**src/rtl/pipe_hazard_ctrl.sv**
```systemverilog
// Pipeline sequencing controller: PC/stage-register enables and flushes for load-use, branch/jump and dmem wait.
// Optional performance counters are enabled by defining PIPE_HAZARD_PERF_EN.
module pipe_hazard_ctrl #(
    parameter int unsigned MEM_TIMEOUT = 16
) (
    input  logic        clk,
    input  logic        rst,
    input  logic [4:0]  id_rs,
    input  logic [4:0]  id_rt,
    input  logic        ex_mem_read,
    input  logic [4:0]  ex_rt,
    input  logic        ex_branch_taken,
    input  logic        id_jump,
    input  logic        dmem_req,
    input  logic        dmem_ready,
    output logic        pc_en,
    output logic        if_id_en,
    output logic        id_ex_en,
    output logic        ex_mem_en,
    output logic        mem_wb_en,
    output logic        if_id_flush,
    output logic        id_ex_flush,
`ifdef PIPE_HAZARD_PERF_EN
    output logic [31:0] stall_cycles,
    output logic [31:0] flush_cycles,
`endif
    output logic        mem_err
);

    typedef enum logic [1:0] {
        RUN      = 2'd0,
        MEM_WAIT = 2'd1,
        ERR      = 2'd2
    } state_t;

    localparam logic [7:0] TIMEOUT_CNT = 8'(MEM_TIMEOUT);

    state_t     state_q, state_d;
    logic [7:0] wait_cnt_q, wait_cnt_d;

    // ctl packing: {pc_en, if_id_en, id_ex_en, ex_mem_en, mem_wb_en, if_id_flush, id_ex_flush}
    logic [6:0] run_ctl;
    logic [6:0] ctl;
    logic       load_use;
    logic       err_out;

    assign load_use = ex_mem_read && (ex_rt != 5'd0) &&
                      ((ex_rt == id_rs) || (ex_rt == id_rt));

    // Unfrozen decision shared by RUN and the MEM_WAIT release cycle.
    always_comb begin
        run_ctl = 7'b11111_00;
        if (ex_branch_taken) begin
            run_ctl = 7'b11111_11;
        end else if (load_use) begin
            run_ctl = 7'b00111_01;
        end else if (id_jump) begin
            run_ctl = 7'b11111_10;
        end
    end

    always_comb begin
        state_d    = state_q;
        wait_cnt_d = wait_cnt_q;
        ctl        = 7'b00000_00;
        err_out    = 1'b0;
        if (rst) begin
            ctl        = 7'b00000_11;
            state_d    = RUN;
            wait_cnt_d = 8'd0;
        end else begin
            case (state_q)
                RUN: begin
                    if (dmem_req && !dmem_ready) begin
                        state_d    = MEM_WAIT;
                        wait_cnt_d = 8'd1;
                    end else begin
                        ctl = run_ctl;
                    end
                end
                MEM_WAIT: begin
                    if (!dmem_ready) begin
                        if (wait_cnt_q == TIMEOUT_CNT) begin
                            state_d = ERR;
                        end else begin
                            wait_cnt_d = wait_cnt_q + 8'd1;
                        end
                    end else begin
                        ctl        = run_ctl;
                        state_d    = RUN;
                        wait_cnt_d = 8'd0;
                    end
                end
                ERR: begin
                    err_out = 1'b1;
                end
                default: begin
                    state_d    = RUN;
                    wait_cnt_d = 8'd0;
                end
            endcase
        end
    end

    always_ff @(posedge clk) begin
        if (rst) begin
            state_q    <= RUN;
            wait_cnt_q <= 8'd0;
        end else begin
            state_q    <= state_d;
            wait_cnt_q <= wait_cnt_d;
        end
    end

    assign {pc_en, if_id_en, id_ex_en, ex_mem_en, mem_wb_en, if_id_flush, id_ex_flush} = ctl;
    assign mem_err = err_out;

`ifdef PIPE_HAZARD_PERF_EN
    logic [31:0] stall_cycles_q, stall_cycles_d;
    logic [31:0] flush_cycles_q, flush_cycles_d;

    // Saturating event counters; reset and ERR cycles are not counted as stalls.
    always_comb begin
        stall_cycles_d = stall_cycles_q;
        flush_cycles_d = flush_cycles_q;
        if (!rst && state_q != ERR && !pc_en && stall_cycles_q != 32'hFFFF_FFFF) begin
            stall_cycles_d = stall_cycles_q + 32'd1;
        end
        if (!rst && if_id_flush && flush_cycles_q != 32'hFFFF_FFFF) begin
            flush_cycles_d = flush_cycles_q + 32'd1;
        end
    end

    always_ff @(posedge clk) begin
        if (rst) begin
            stall_cycles_q <= 32'd0;
            flush_cycles_q <= 32'd0;
        end else begin
            stall_cycles_q <= stall_cycles_d;
            flush_cycles_q <= flush_cycles_d;
        end
    end

    assign stall_cycles = stall_cycles_q;
    assign flush_cycles = flush_cycles_q;
`endif

endmodule

```
**config.mk**
```make
export PLATFORM = sky130hd
export DESIGN_NAME = pipe_hazard_ctrl
export DESIGN_NICKNAME = d
export VERILOG_FILES = /design/src/rtl/pipe_hazard_ctrl.sv
export SDC_FILE = /design/constraint.sdc
export NUM_CORES = 1
export LEC_CHECK = 0
export CAP_MARGIN = 5
export CORE_ASPECT_RATIO = 1.25
export CORE_MARGIN = 10
export CORE_UTILIZATION = 35
export CTS_BUF_LIST = sky130_fd_sc_hd__clkbuf_8
export CTS_CLUSTER_SIZE = 14
export DETAILED_ROUTE_END_ITERATION = 10
export DONT_BUFFER_PORTS = 1
export GPL_TIMING_DRIVEN = 0
export PLACE_DENSITY_LB_ADDON = 0.3
export SYNTH_ARGS = -nofsm -noshare
export SYNTH_HDL_FRONTEND = slang
export SYNTH_SLANG_ARGS = --single-unit
```
**constraint.sdc**
```tcl
create_clock -name clk -period 1.68 [get_ports clk]
set_input_delay 0.084 -clock clk [delete_from_list [all_inputs] [get_ports clk]]
set_output_delay 0.084 -clock clk [all_outputs]
set_load 0.005 [all_outputs]
```
# Word-level counts from Yosys, hierarchy flattened
# Index checks and enable logic that the tools add are counted.
[classes]
addsub = 1
n_eq_ne = 8
n_mux = 17
bitwise = 1
reduce_logical = 9
[op_table]
columns = ["operator", "n"]
rows = [
  ["$mux W7", 5],
  ["$mux W8", 3],
  ["$pmux W8 S3", 1],
  ["$pmux W7 S2", 1],
  ["$eq A5 B5 Y1", 2],
  ["$add A8 B1 Y8 const B", 1],
  ["$eq A8 B5 Y1 const B", 1],
  ["$mux W2", 4],
  ["$ne A3 B3 Y1 const B", 2],
  ["$pmux W2 S3", 1],
  ["$reduce_and A3 Y1", 2],
  ["$reduce_bool A5 Y1", 1],
  ["$logic_and A1 B1 Y1", 3],
  ["$eq A2 B1 Y1 const B", 1],
  ["$eq A2 B2 Y1 const B", 1],
  ["$logic_not A2 Y1", 1],
  ["$mux W1", 2],
  ["$ne A2 B2 Y1 const B", 1],
  ["$logic_not A1 Y1", 1],
  ["$logic_or A1 B1 Y1", 1],
  ["$not A1 Y1", 1],
]
[totals]
register_bits = 10
input_bits = 22
out_inout_bits = 8
wordCells = 38

# Logic depth before layout (Yosys ltp)
[depth]
word_depth = 8
mapped_depth = 6
depth_no_buf = 6

# Least setup slack after synthesis
# OpenSTA, ideal clock, no wires.
[synth_timing]
path_type = "register to register"
startpoint = "register wait_cnt_q[0]"
endpoint = "register wait_cnt_q[3]"
t_arrival_ps = 1479
setup_slack_ps = 128
path_stages_with_launch = 7
period_less_slack_ps = 1552
path_cell_list = "dfxtp_1 -> inv_1 -> ha_1 -> nor4b_1 -> a32o_2 -> or3_1 -> a21oi_1"
[synth_via]
elab_chain_cells = 4
[synth_lines]
columns = ["item", "line_no", "rtl"]
rows = [
  ["start, declared", "39", "logic [7:0] wait_cnt_q, wait_cnt_d;"],
  ["start signal, assigned", "111", "wait_cnt_q <= wait_cnt_d;"],
  ["$add A8 B1 Y8", "86", "wait_cnt_d = wait_cnt_q + 8'd1;"],
  ["$mux W8", "83", "if (wait_cnt_q == TIMEOUT_CNT) begin"],
  ["$mux W8", "82", "if (!dmem_ready) begin"],
  ["$pmux W8 S3", "72", "case (state_q)"],
]
# Several ways; a longest one is shown, not always the timed one. The select of a mux whose other input is x is not followed.
# A chain may end at the register's enable or synchronous reset.

# Final worst setup path
[layout_timing]
startpoint = "register wait_cnt_q[1]"
endpoint = "register wait_cnt_q[0]"
[layout_via]
elab_chain_cells = 3
[layout_lines]
columns = ["item", "line_no"]
rows = [
  ["$eq A8 B5 Y1", "83"],
  ["$ne A3 B3 Y1 (no source line)", "-"],
  ["$reduce_and A3 Y1 (no source line)", "-"],
]
# Every way passes these cells.

==> reports/summary.txt <==
======================================================================================
Placement Rows                                                                      18
CP max-delay cell                                                         sky130_fd_sc_hd__or3b_4
Element type at the critical path end                                             flop
Unrepaired setup endpoints after global routing                                    yes
Cell Area, Synth                                                               736 µm²
Total power of the final layout                                             0.000658 W
Peak supply drop                                                              0.372 mV
Vias                                                                               668
Crit path arrival time                                                         1.77 ns
Final-report setup violation count                                                   0
Type of origin of the critical path                                               flop
1st-pass router iterations                                                           4
Period minus WS final                                                          1.60 ns
Post-route clock skew                                                      0.000715 ns
Result of the run                                                            completed
Via-to-Cell Ratio                                                                 5.61
CTS tree                                                                           yes
Wire length of the first global-routing pass                                   3.02 mm
Type of the most critical hold path                                       primary input to flop
Clock tree sinks                                                                    10
# port buffers                                                                       0
Overflow after GRT                                                                   0
Leakage power                                                                 0.322 nW
Antenna viol nets, final                                                             0
Most frequent standard cell in the layout excluding fill and tap cells    sky130_fd_sc_hd__xnor2_1
Buffer and inverter count on the worst path                                          1
Total clock buffers created by CTS                                                   3
Launch instance of the worst min-delay path                                 dmem_ready
Maximum fanout count along the critical path                                         7
Share of final-layout standard cells stronger than drive strength 1              0.253
Area enclosed by the die boundary                                             4350 µm²
Highest Clock Rate                                                             624 MHz
Antenna diode count                                                                  0
Cell family with most CP delay                                            simple AND/OR/NAND/NOR gates
Setup Crit Path Kind                                                      flop to flop
Commonest non-fill, non-tap cells in the layout                           sky130_fd_sc_hd__xnor2_1, sky130_fd_sc_hd__nor2_1, sky130_fd_sc_hd__nand2_1, sky130_fd_sc_hd__dfxtp_1, sky130_fd_sc_hd__a21oi_1
Count of different cell masters after synthesis                                     32
Root buffer cell                                                          sky130_fd_sc_hd__clkbuf_8
Worst Setup Slack, final                                                     0.0773 ns
Hold buffer count at cts                                                             0
Top-level I/O count                                                                 30
Final number of hold-violating endpoints                                             0
Number of max-slew violations in the final report                                    0
Weighted congestion reported at the end of routability-driven placement          0.799
Number of remaining DRC errors                                                       0
Hold depth                                                                           2
Signed area change from the synthesized netlist to the final layout              20.7%
Mapped Cells                                                                        94
Clock transition at the registers of the reported paths                        0.05 ns
Pwr per Cell Area                                                           740 nW/µm²
Die span in y                                                                  71.3 µm
Final wirelength                                                               1.88 mm
Horizontal die dimension                                                       61.0 µm
Slew HR                                                                          0.682
Cell Area, Placed                                                              761 µm²
Syn. warnings                                                                        0
Core outline area                                                             1980 µm²
Final non-filler cell total                                                        119
# H-tree levels                                                                      1
Buffers from clock root to sink, at most                                             2
Initial Utilization                                                              0.371
Largest net degree at the start of global routing                                   11
Final net count                                                                    124
Cell count of the worst reg-to-reg path                                              6
Synthesized area divided by synthesized cell count                            7.83 µm²
Average detailed-routed wire length per instance                               15.8 µm
Reg-to-reg critical path startpoint                                       wait_cnt_q[1]
HPWL after DPL                                                                 1.49 mm
Cell total after placement                                                         114
Cell chain of the critical path                                           inv_2 -> ha_4 -> nor4b_4 -> a32o_2 -> or3b_4 -> a21oi_2
Sequential fraction of the synthesis area                                        0.272
Number of gates on the worst path with buffers counted                               6
Start point of the critical path                                          wait_cnt_q[1]
Flops & latches, synth                                                              10
Max Cap Violations                                                                   0
Iter 0 DRT Violations                                                               17
Clock insertion delay at the later pin of the skew report                      0.24 ns
CP peak stage delay                                                            0.40 ns
Least-Margin Pin Slew                                                         0.475 ns
Total Routing Usage GR                                                          0.0857
Setup tns final                                                                   0 ns
Antenna violations before repair                                                     0
Data required time at the worst endpoint                                       1.84 ns
Total non-filler cell area in the finished layout                              888 µm²
Fin crit share                                                                   0.954
Synthesized netlist net count                                                      118
Via count of the first global-routing pass                                         736
Worst setup slack before clock tree synthesis                               -0.0303 ns
======================================================================================
-- cell type report --
type	instances	area (µm²)
flip-flops and latches	10	211
fillers	210	1090
inverters	6	22.5
repair buffers	1	7.51
multi-input cells	73	536
clock buffers	4	55.1
well taps	20	25.0
plain buffers	5	31.3
-- cells in the mapped netlist (all sizes together) --
library cell  instances  area share
a221o                 1       0.014
a32o                  1       0.015
inv                   6       0.031
o2111ai               3       0.036
a221oi                1       0.012
or4                   2       0.022
ha                    2       0.034
or3b                  2       0.024
or3                   3       0.026
and2                  1      0.0085
a21oi                 6       0.041
o21bai                1       0.010
nand2                 7       0.036
a21boi                1       0.010
clkbuf                1      0.0051
o21ai                 6       0.041
nor3                  2       0.014
a2bb2oi               1       0.012
o22ai                 1      0.0085
and3                  2       0.017
buf                   4       0.037
nor2                 10       0.051
nand3                 3       0.020
dfxtp                10        0.27
nor3b                 3       0.037
nor4b                 1       0.012
xor2                  3       0.036
xnor2                10        0.12
-- registers in the layout, indices dropped and copies added, names as in the netlist --
| name | count |
|---|---|
| wait_cnt_q | 8 |
| state_q | 2 |
-- power by group --
part | internal (W) | leakage, nW | switching [W]
clock | 0.000207 | 0.0288 | 0.000101
combinational | 0.0000572 | 0.210 | 0.0000518
sequential | 0.000238 | 0.0832 | 0.00000290
total | 0.000502 | 0.322 | 0.000156
-- worst register-to-register path: stages (launching register included) --
cell and delay (ns):
sky130_fd_sc_hd__dfxtp_4 0.36, sky130_fd_sc_hd__inv_2 0.04, sky130_fd_sc_hd__ha_4 0.14, sky130_fd_sc_hd__nor4b_4 0.12
sky130_fd_sc_hd__a32o_2 0.32, sky130_fd_sc_hd__or3b_4 0.40, sky130_fd_sc_hd__a21oi_2 0.14
-- layer usage --
layer	vias to the layer above	routed length (µm)	track usage
met5	-	0	0
met1	301	819	0.101
met4	0	19	0.0538
met3	2	118	0.0265
met2	21	918	0.129
li1	344	-	-
-- final timing paths --
| check | to | slack, ns |
|---|---|---|
| setup reg to reg | wait_cnt_q[0] | 0.08 |
| hold / removal | state_q[0] | 0.006 |
| setup / recovery | wait_cnt_q[0] | 0.08 |
| hold reg to reg | wait_cnt_q[0] | 0.50 |
-- per-stage QoR --
| stage | util | hold WS (ns) |
|---|---|---|
| final | 0.448 | 0.00561 |
| after global routing | 0.448 | 0.0229 |
| after CTS | 0.415 | 0.000827 |
| after detailed placement | 0.384 | 0.254 |
| after global placement | 0.384 | 0.257 |
| after floorplan | - | 0.249 |
-- cells by family (layout without fill, tap and decap cells) --
group	Yosys count	after routing	share of synthesized area
simple gates	36	36	0.267
compound gates	22	22	0.199
xor+xnor	13	13	0.155
buf+inv	11	16	0.0731
flops	10	10	0.272
fa+ha+maj	2	2	0.0340
-- what timing repair did --
action / CTS / global route
pin swaps: 0 / 5
setup buffers: 0 / 1
resized for setup: 4 / 17
endpoints found under the setup margin: 4 / 9
Note: power is estimated with default switching activity, not from simulation.
